==> src/rtl/multi_fifo_arbiter.sv <==
// N_CH independent pixel FIFOs drained through one arbitrated, registered valid/ready port.
// Arbitration is round-robin or fullest-first. Each channel has a sticky overflow flag.
module multi_fifo_arbiter #(
  parameter int N_CH        = 4,
  parameter int DEPTH       = 8,
  parameter int PIXEL_WIDTH = 16,
  parameter int ARB_MODE    = 0,
  localparam int CNT_W      = $clog2(DEPTH) + 1,
  localparam int CH_W       = (N_CH > 2) ? $clog2(N_CH) : 1
) (
  input  logic                        clk,
  input  logic                        reset,
  input  logic [N_CH*PIXEL_WIDTH-1:0] pix_in,
  input  logic [N_CH-1:0]             load,
  output logic [N_CH-1:0]             full,
  output logic [N_CH*CNT_W-1:0]       fill,
  output logic [N_CH-1:0]             overflow,
  input  logic                        rdy_z_buffer,
  output logic                        send_z_buffer,
  output logic [PIXEL_WIDTH-1:0]      pix_out,
  output logic [CH_W-1:0]             ch_out
);

  localparam int PTR_W = $clog2(DEPTH);

  logic [PIXEL_WIDTH-1:0] mem [N_CH][DEPTH];
  logic [PTR_W-1:0]       wr_ptr [N_CH];
  logic [PTR_W-1:0]       rd_ptr [N_CH];
  logic [CNT_W-1:0]       count [N_CH];
  logic [CH_W-1:0]        last_grant;

  logic                   out_free;
  logic                   grant_valid;
  logic [CH_W-1:0]        grant;
  logic [CH_W-1:0]        cand;
  logic [CNT_W-1:0]       best_cnt;
  logic [N_CH-1:0]        pop_vec;
  logic [N_CH-1:0]        push_ok;

  always_comb begin
    for (int i = 0; i < N_CH; i++) begin
      fill[i*CNT_W +: CNT_W] = count[i];
      full[i]                = (count[i] == CNT_W'(DEPTH));
    end
  end

  // Grant is chosen from registered occupancies only; the pop itself still needs a free output slot.
  always_comb begin
    out_free    = !send_z_buffer || rdy_z_buffer;
    grant_valid = 1'b0;
    grant       = '0;
    cand        = '0;
    best_cnt    = '0;
    if (ARB_MODE == 0) begin
      for (int off = 1; off <= N_CH; off++) begin
        cand = CH_W'((int'(last_grant) + off) % N_CH);
        if (!grant_valid && count[cand] != '0) begin
          grant_valid = 1'b1;
          grant       = cand;
        end
      end
    end else begin
      for (int i = 0; i < N_CH; i++) begin
        if (count[i] > best_cnt) begin
          best_cnt    = count[i];
          grant_valid = 1'b1;
          grant       = CH_W'(i);
        end
      end
    end
    for (int i = 0; i < N_CH; i++) begin
      pop_vec[i] = out_free && grant_valid && (grant == CH_W'(i));
      // A full FIFO still takes a word when its head leaves on the same edge.
      push_ok[i] = load[i] && (!full[i] || pop_vec[i]);
    end
  end

  always_ff @(posedge clk) begin
    for (int i = 0; i < N_CH; i++) begin
      if (push_ok[i]) mem[i][wr_ptr[i]] <= pix_in[i*PIXEL_WIDTH +: PIXEL_WIDTH];
    end
  end

  always_ff @(posedge clk or negedge reset) begin
    if (!reset) begin
      for (int i = 0; i < N_CH; i++) begin
        wr_ptr[i] <= '0;
        rd_ptr[i] <= '0;
        count[i]  <= '0;
      end
      overflow      <= '0;
      last_grant    <= CH_W'(N_CH - 1);
      send_z_buffer <= 1'b0;
      pix_out       <= '0;
      ch_out        <= '0;
    end else begin
      for (int i = 0; i < N_CH; i++) begin
        if (push_ok[i]) wr_ptr[i] <= wr_ptr[i] + 1'b1;
        if (pop_vec[i]) rd_ptr[i] <= rd_ptr[i] + 1'b1;
        if (push_ok[i] && !pop_vec[i]) count[i] <= count[i] + 1'b1;
        else if (!push_ok[i] && pop_vec[i]) count[i] <= count[i] - 1'b1;
        if (load[i] && !push_ok[i]) overflow[i] <= 1'b1;
      end
      if (out_free) begin
        if (grant_valid) begin
          send_z_buffer <= 1'b1;
          pix_out       <= mem[grant][rd_ptr[grant]];
          ch_out        <= grant;
          last_grant    <= grant;
        end else begin
          send_z_buffer <= 1'b0;
        end
      end
    end
  end

endmodule

==> config.mk <==
export PLATFORM = sky130hd
export DESIGN_NAME = multi_fifo_arbiter
export DESIGN_NICKNAME = d
export VERILOG_FILES = /design/src/rtl/multi_fifo_arbiter.sv
export SDC_FILE = /design/constraint.sdc
export NUM_CORES = 1
export LEC_CHECK = 0
export BUFFER_PORTS_ARGS = -buffer_cell sky130_fd_sc_hd__buf_2
export CAP_MARGIN = 20
export CORE_MARGIN = 4
export CORE_UTILIZATION = 50
export CTS_CLUSTER_SIZE = 8
export DETAILED_ROUTE_END_ITERATION = 12
export PLACE_DENSITY = 0.73
export SLEW_MARGIN = 20
export SYNTH_ARGS = -nofsm -noshare
export SYNTH_HDL_FRONTEND = slang
export SYNTH_SLANG_ARGS = --single-unit
==> constraint.sdc <==
create_clock -name clk -period 8.03 [get_ports clk]
set_input_delay 0.803 -clock clk [delete_from_list [all_inputs] [get_ports clk]]
set_output_delay 0.803 -clock clk [all_outputs]
set_load 0.01 [all_outputs]
* After elaboration in Yosys (flattened, before gate mapping)
Memory sizes are Yosys's and may differ from the RTL's. Index checks and enable logic that the tools add are counted.
Word-level totals: bits in registers 65, RAM bits 512, bits of input ports 71, output and inout bits 43, logic and storage cells 182, memories 1
Operators by class: $add $sub $neg 20, magnitude comparators 14, equality and inequality tests 7, mux-type cells 51, bitwise operators 10, reduce and logical (&&, ||, !) cells 59
Memory list:
- mem | words 4, bits a word 128, read ports 1, clocked after memory_dff 0, wr ports 4, RTL line 26 | logic [PIXEL_WIDTH-1:0] mem [N_CH][DEPTH];
Operator list (number):
- 128-bit two-way mux | 4
- 16-bit demux with 3-bit select | 4
- 16-bit two-way mux | 6
- 4-bit two-way mux | 16
- 16-bit binary-select mux with 3-bit select | 1
- 4-bit binary-select mux with 2-bit select | 4
- 1-bit logical AND | 28
- 3-bit by 1-bit adder with 3-bit output (second input constant) | 8
- 4-bit >= comparator (second input constant) | 5
- 3-bit NOT with 4-bit output | 5
- 4-bit by 1-bit adder with 4-bit output (second input constant) | 4
- 4-bit equality test (second input constant) | 4
- 1-bit logical NOT | 16
- 4-bit by 1-bit < comparator with 1-bit output (second input constant) | 4
- 4-bit nonzero test | 4
- 4-bit by 1-bit subtractor with 4-bit output (second input constant) | 4
- 3-bit >= comparator (second input constant) | 5
- 2-bit NOT with 3-bit output | 5
- 1-bit two-way mux | 9
- 2-bit two-way mux | 4
- 2-bit nonzero test | 4
- 3-bit binary-select mux with 2-bit select | 1
- 3-bit two-way mux | 2
- 1-bit logical OR | 5
- other kinds (6) | 9

* Longest topological paths before layout
depth in word-level cells 24, mapped depth 17, depth with buffers taken out 15

* Worst setup path before layout
OpenSTA, ideal clock, no wires.
path type reg2reg, start register count, in the netlist fill[8], end memory mem[1][80] in the netlist's numbering, enable pin, library setup time 436 ps, arrival time 3789 ps, required time 7594 ps, setup slack 3805 ps, stages on the path, launching flop included 9, buffers on the path 1, clock period less this slack 4225 ps, path through dfrtp_1 > nor4_1 > nand2_1 > nand4_1 > clkbuf_1 > nand3_1 > nand2_1 > nand2_1 > nor4b_1
RTL lines:
- from (decl) | RTL line 29 | logic [CNT_W-1:0] count [N_CH];
- from (signal, indexed assignment) | RTL line 100 | if (push_ok[i] && !pop_vec[i]) count[i] <= count[i] + 1'b1;
- from (signal, indexed assignment) | RTL line 101 | else if (!push_ok[i] && pop_vec[i]) count[i] <= count[i] - 1'b1;
- to (decl) | RTL line 26

* Final worst setup path
start register count, in the netlist fill[4], end register pix_out[2]
Between the ends: longest elaborated chain between the ends 22, elaborated cells on any way between the ends 40, those cells by class mux (26); bitwise (2); reduce/logical (11); memory (1)
RTL lines:
- 4-bit binary-select mux with 2-bit select | RTL line 57 | if (!grant_valid && count[cand] != '0) begin
- 4-bit two-way mux (not written as such) (2 in a row) | RTL line 57
- 4-bit nonzero test | RTL line 57
- 1-bit two-way mux | RTL line 57
- 1-bit logical NOT | RTL line 57
- 1-bit logical AND | RTL line 57
- 1-bit two-way mux | RTL line 57
- 1-bit logical NOT | RTL line 57
- (+3 left out)
- 1-bit logical AND | RTL line 57
- 2-bit two-way mux | RTL line 57
- 2-bit NOT with 3-bit output (not written as such) | RTL line 107 | pix_out <= mem[grant][rd_ptr[grant]];
- 3-bit binary-select mux with 2-bit select | RTL line 107
- 3-bit two-way mux (not written as such) (2 in a row) | RTL line 107
- 3-bit NOT with 4-bit output (not written as such) | RTL line 107
- 16-bit binary-select mux with 3-bit select | RTL line 107
- 16-bit two-way mux (not written as such) (2 in a row) | RTL line 107
- to (signal assigned) | RTL line 107
- to (decl) | RTL line 20 | output logic [PIXEL_WIDTH-1:0] pix_out,
Several ways; a longest one is shown, not always the timed one. The select of a mux whose other input is x is not followed. A chain may end at the register's enable or synchronous reset.

==> metrics.csv <==
stage;metric;value;unit
clock_network;Max clock buf depth;3;
timing;clk_skew;0.01668;ns
pwr;Worst VDD drop;0.7245;mV
floorplan;Die H;224.6;um
worst_setup_path;crit path launch type;register;
grt;grt ovf;0;
yosys;post-synth top area cell;edfxtp_1;
status;status;completed;
grt;number of global-route vias before repair;13815;
routing;DRT Wirelength;57860;um
cells_and_area;Reg area;17010;um^2
yosys;Synth area leaders;edfxtp_1 66%, dfrtp_1 6.7%, a211oi_1 5.9%;
yosys;number of flops mapped to enable cells by yosys;512;
yosys;sequential fraction of the synthesis area;72.46;%
floorplan;Die Area;50470;um^2
cells_and_area;area of the multi-input gates;6135;um^2
timing;worst slew pin tran;1.138;ns
grt;antenna violations before repair;6;
floorplan;core area;46460;um^2
yosys;most common cell in the netlist;edfxtp_1;
routing;DR pass1 iterations;5;
clock_network;# clock sinks;577;
worst_setup_path;critical path arrival;5.90;ns
pwr;pwr/cell area;452.8;nW/um^2
clock_network;root buffer cell;clkbuf_16;
clock_network;H-tree depth;3;
timing;Fmax;183.0;MHz
worst_setup_path;crit path capture type;register;
timing;crit share post-route;68.03;%
yosys;syn avg cell area;16.38;um^2
placement;dpl hpwl;36910;um
routing;Routed Antenna Nets;0;
cells_and_area;filler cell count in the final layout;3435;
grt;GR Util All Layers;23.00;%
yosys;top-area cell type share of the netlist area;65.52;%
clock_network;clk_lat worst skew;0.60;ns
yosys;yosys warns;0;
worst_setup_path;maximum fanout along the worst path;157;
routing;wire per inst;25.83;um
worst_setup_path;worst path required time;8.46;ns
cells_and_area;nets;1680;
clock_network;# resized after CTS;0;
timing;minimum clock period;5.463;ns
clock_network;postcts setup bufs;0;
yosys;Synth Instances;1433;
floorplan;Die W;224.6;um
timing;# setup viols final;0;
placement;GP Congestion;0.8706;
timing;setup TNS;0;ns
min_path;hold crit path type;input pin to asynchronous set/reset pin;
timing;fin. max-slew vios;0;
floorplan;Site Rows;79;
yosys;Synth Flop Type;edfxtp_1;
yosys;area of the mapped netlist;23470;um^2
clock_network;clock-pin transition on the worst setup and hold timing paths;0.05;ns
routing;Vias/cell;6.039;
grt;first-pass GRT wire length;86780;um
yosys;Netlist cell types;50;
placement;Buffers on Ports;113;
pwr;Static Leak;9.270;nW
timing;RSZ-0062 raised after global routing;no;
cells_and_area;fraction of layout instances using a drive strength above 1;19.74;%
job;total of max-cap violations;0;
cells_and_area;area grow syn2layout;15.76;%
timing;Slew headroom;23.89;%
floorplan;I/O pins;114;
yosys;synth cell count leaders;512 x edfxtp_1, 184 x a211oi_1, 96 x mux2i_1;
yosys;Mapped Nets;1528;
clock_network;cts hold-fix bufs;0;
routing;via count;13528;
timing;Final Hold Viols;0;
floorplan;initial core utilization;50.51;%
timing;worst hold slack;0.3343;ns
yosys;Async S/R FF share, synth;11.27;%
grt;pin count of the biggest net entering global routing;158;
clock_network;CTS tree;yes;
worst_setup_path;critical path class;register to register;
routing;DR iter-0 viols;1489;
yosys;#FFs+latches synth;577;
clock_network;CTS buffer count;82;
routing;DRC Markers;0;
## critical path, stage by stage (launching register included)
cell and delay (ns):
dfrtp_1 0.47, or4_4 0.61, o211ai_2 0.21, and4_4 0.65
buf_4 0.65, a21oi_1 0.22, a22oi_4 0.26, buf_12 0.63
a211oi_1 0.11, a211oi_1 0.89, o21ai_0 0.20, nor3b_1 0.18
## area by class of cell
cell class                 instances  share of cell area (%)
antenna                            2                 0.01842
clock buffer                     124                   8.290
clock inverter                     6                  0.2625
inverter                           9                  0.1244
multi-input combinational        760                   22.58
sequential                       577                   62.63
tap                              607                   2.796
timing repair buffer             155                   3.298
## power by group
part / internal (mW) / total [mW] / leakage, nW / switching, mW
registers: 3.87 / 4.30 / 5.39 / 0.424
clock network: 1.91 / 3.12 / 1.12 / 1.20
logic: 1.76 / 4.89 / 2.77 / 3.13
total: 7.55 / 12.3 / 9.27 / 4.76
## cell families (layout without fill, tap and decap cells)
family,Yosys count,after routing,synth area share [%]
xor+xnor,32,32,1.194
buf+inv,96,294,1.845
other cells,0,2,0
simple gates,279,279,6.510
mux,142,142,7.885
fa+ha+maj,24,24,1.408
flops,577,577,72.46
compound gates,283,283,8.701
## final timing paths
kind | startpoint | endpoint | slack, ns | cells after the start
min in group clk | load[2] | overflow[2]$_DFFE_PN0P_ | 0.44 | 2
max in group asynchronous | reset | rd_ptr[7]$_DFFE_PN0P_ | 6.98 | 1
worst min-delay path | reset | pix_out[0]$_DFFE_PN0P_ | 0.33 | 1
worst max register to register | fill[4]$_DFFE_PN0P_ | pix_out[2]$_DFFE_PN0P_ | 2.57 | 11
worst min register to register | overflow[0]$_DFFE_PN0P_ | overflow[0]$_DFFE_PN0P_ | 0.47 | 1
worst max-delay path | fill[4]$_DFFE_PN0P_ | pix_out[2]$_DFFE_PN0P_ | 2.57 | 11
## routing by layer
layer	track usage, %	vias to the layer above	wire (um)
met3	6.408	118	5472
met2	37.51	607	28450
met1	30.13	6832	22110
met5	0	-	21
met4	7.905	4	1812
li1	-	5967	-
## stage by stage
stage / util (%) / area [um^2] / power, mW / worst slack (ns) / std cells
after floorplan: - / 23470 / 7.572 / 3.805 / 1433
after global placement: 53.42 / 24820 / 9.047 / 2.853 / 2108
after detailed placement: 53.46 / 24840 / 9.173 / 2.814 / 2108
after CTS: 58.46 / 27160 / 12.32 / 2.773 / 2238
after global routing: 58.48 / 27170 / 12.89 / 2.385 / 2240
final: 58.48 / 27170 / 12.30 / 2.567 / 2240
## flip-flops by register name, indices dropped and copies added (netlist names)
register and flops:
overflow 4, fill 16, pix_out 16, ch_out 2, last_grant 2, mem 512, rd_ptr 12, send_z_buffer 1
wr_ptr 12
## placed cells by master, fill, tap and decap left out, types with 6 or more instances in the layout
cell type	n
a211oi_1	184
clkbuf_16	84
edfxtp_1	512
nor2b_1	94
nand3_1	8
mux4_2	33
o21ai_0	21
nand4_1	6
buf_2	112
xnor2_1	25
nor3b_1	15
nand2b_1	11
xor2_1	7
nor2_1	33
mux2i_1	96
o32ai_1	15
dfrtp_1	59
nand2_1	70
clkbuf_1	40
a21oi_1	40
ha_1	20
buf_4	42
nor3_2	8
mux2_2	10
inv_1	9
and3_1	17
Power figures use the tool's default switching activity.
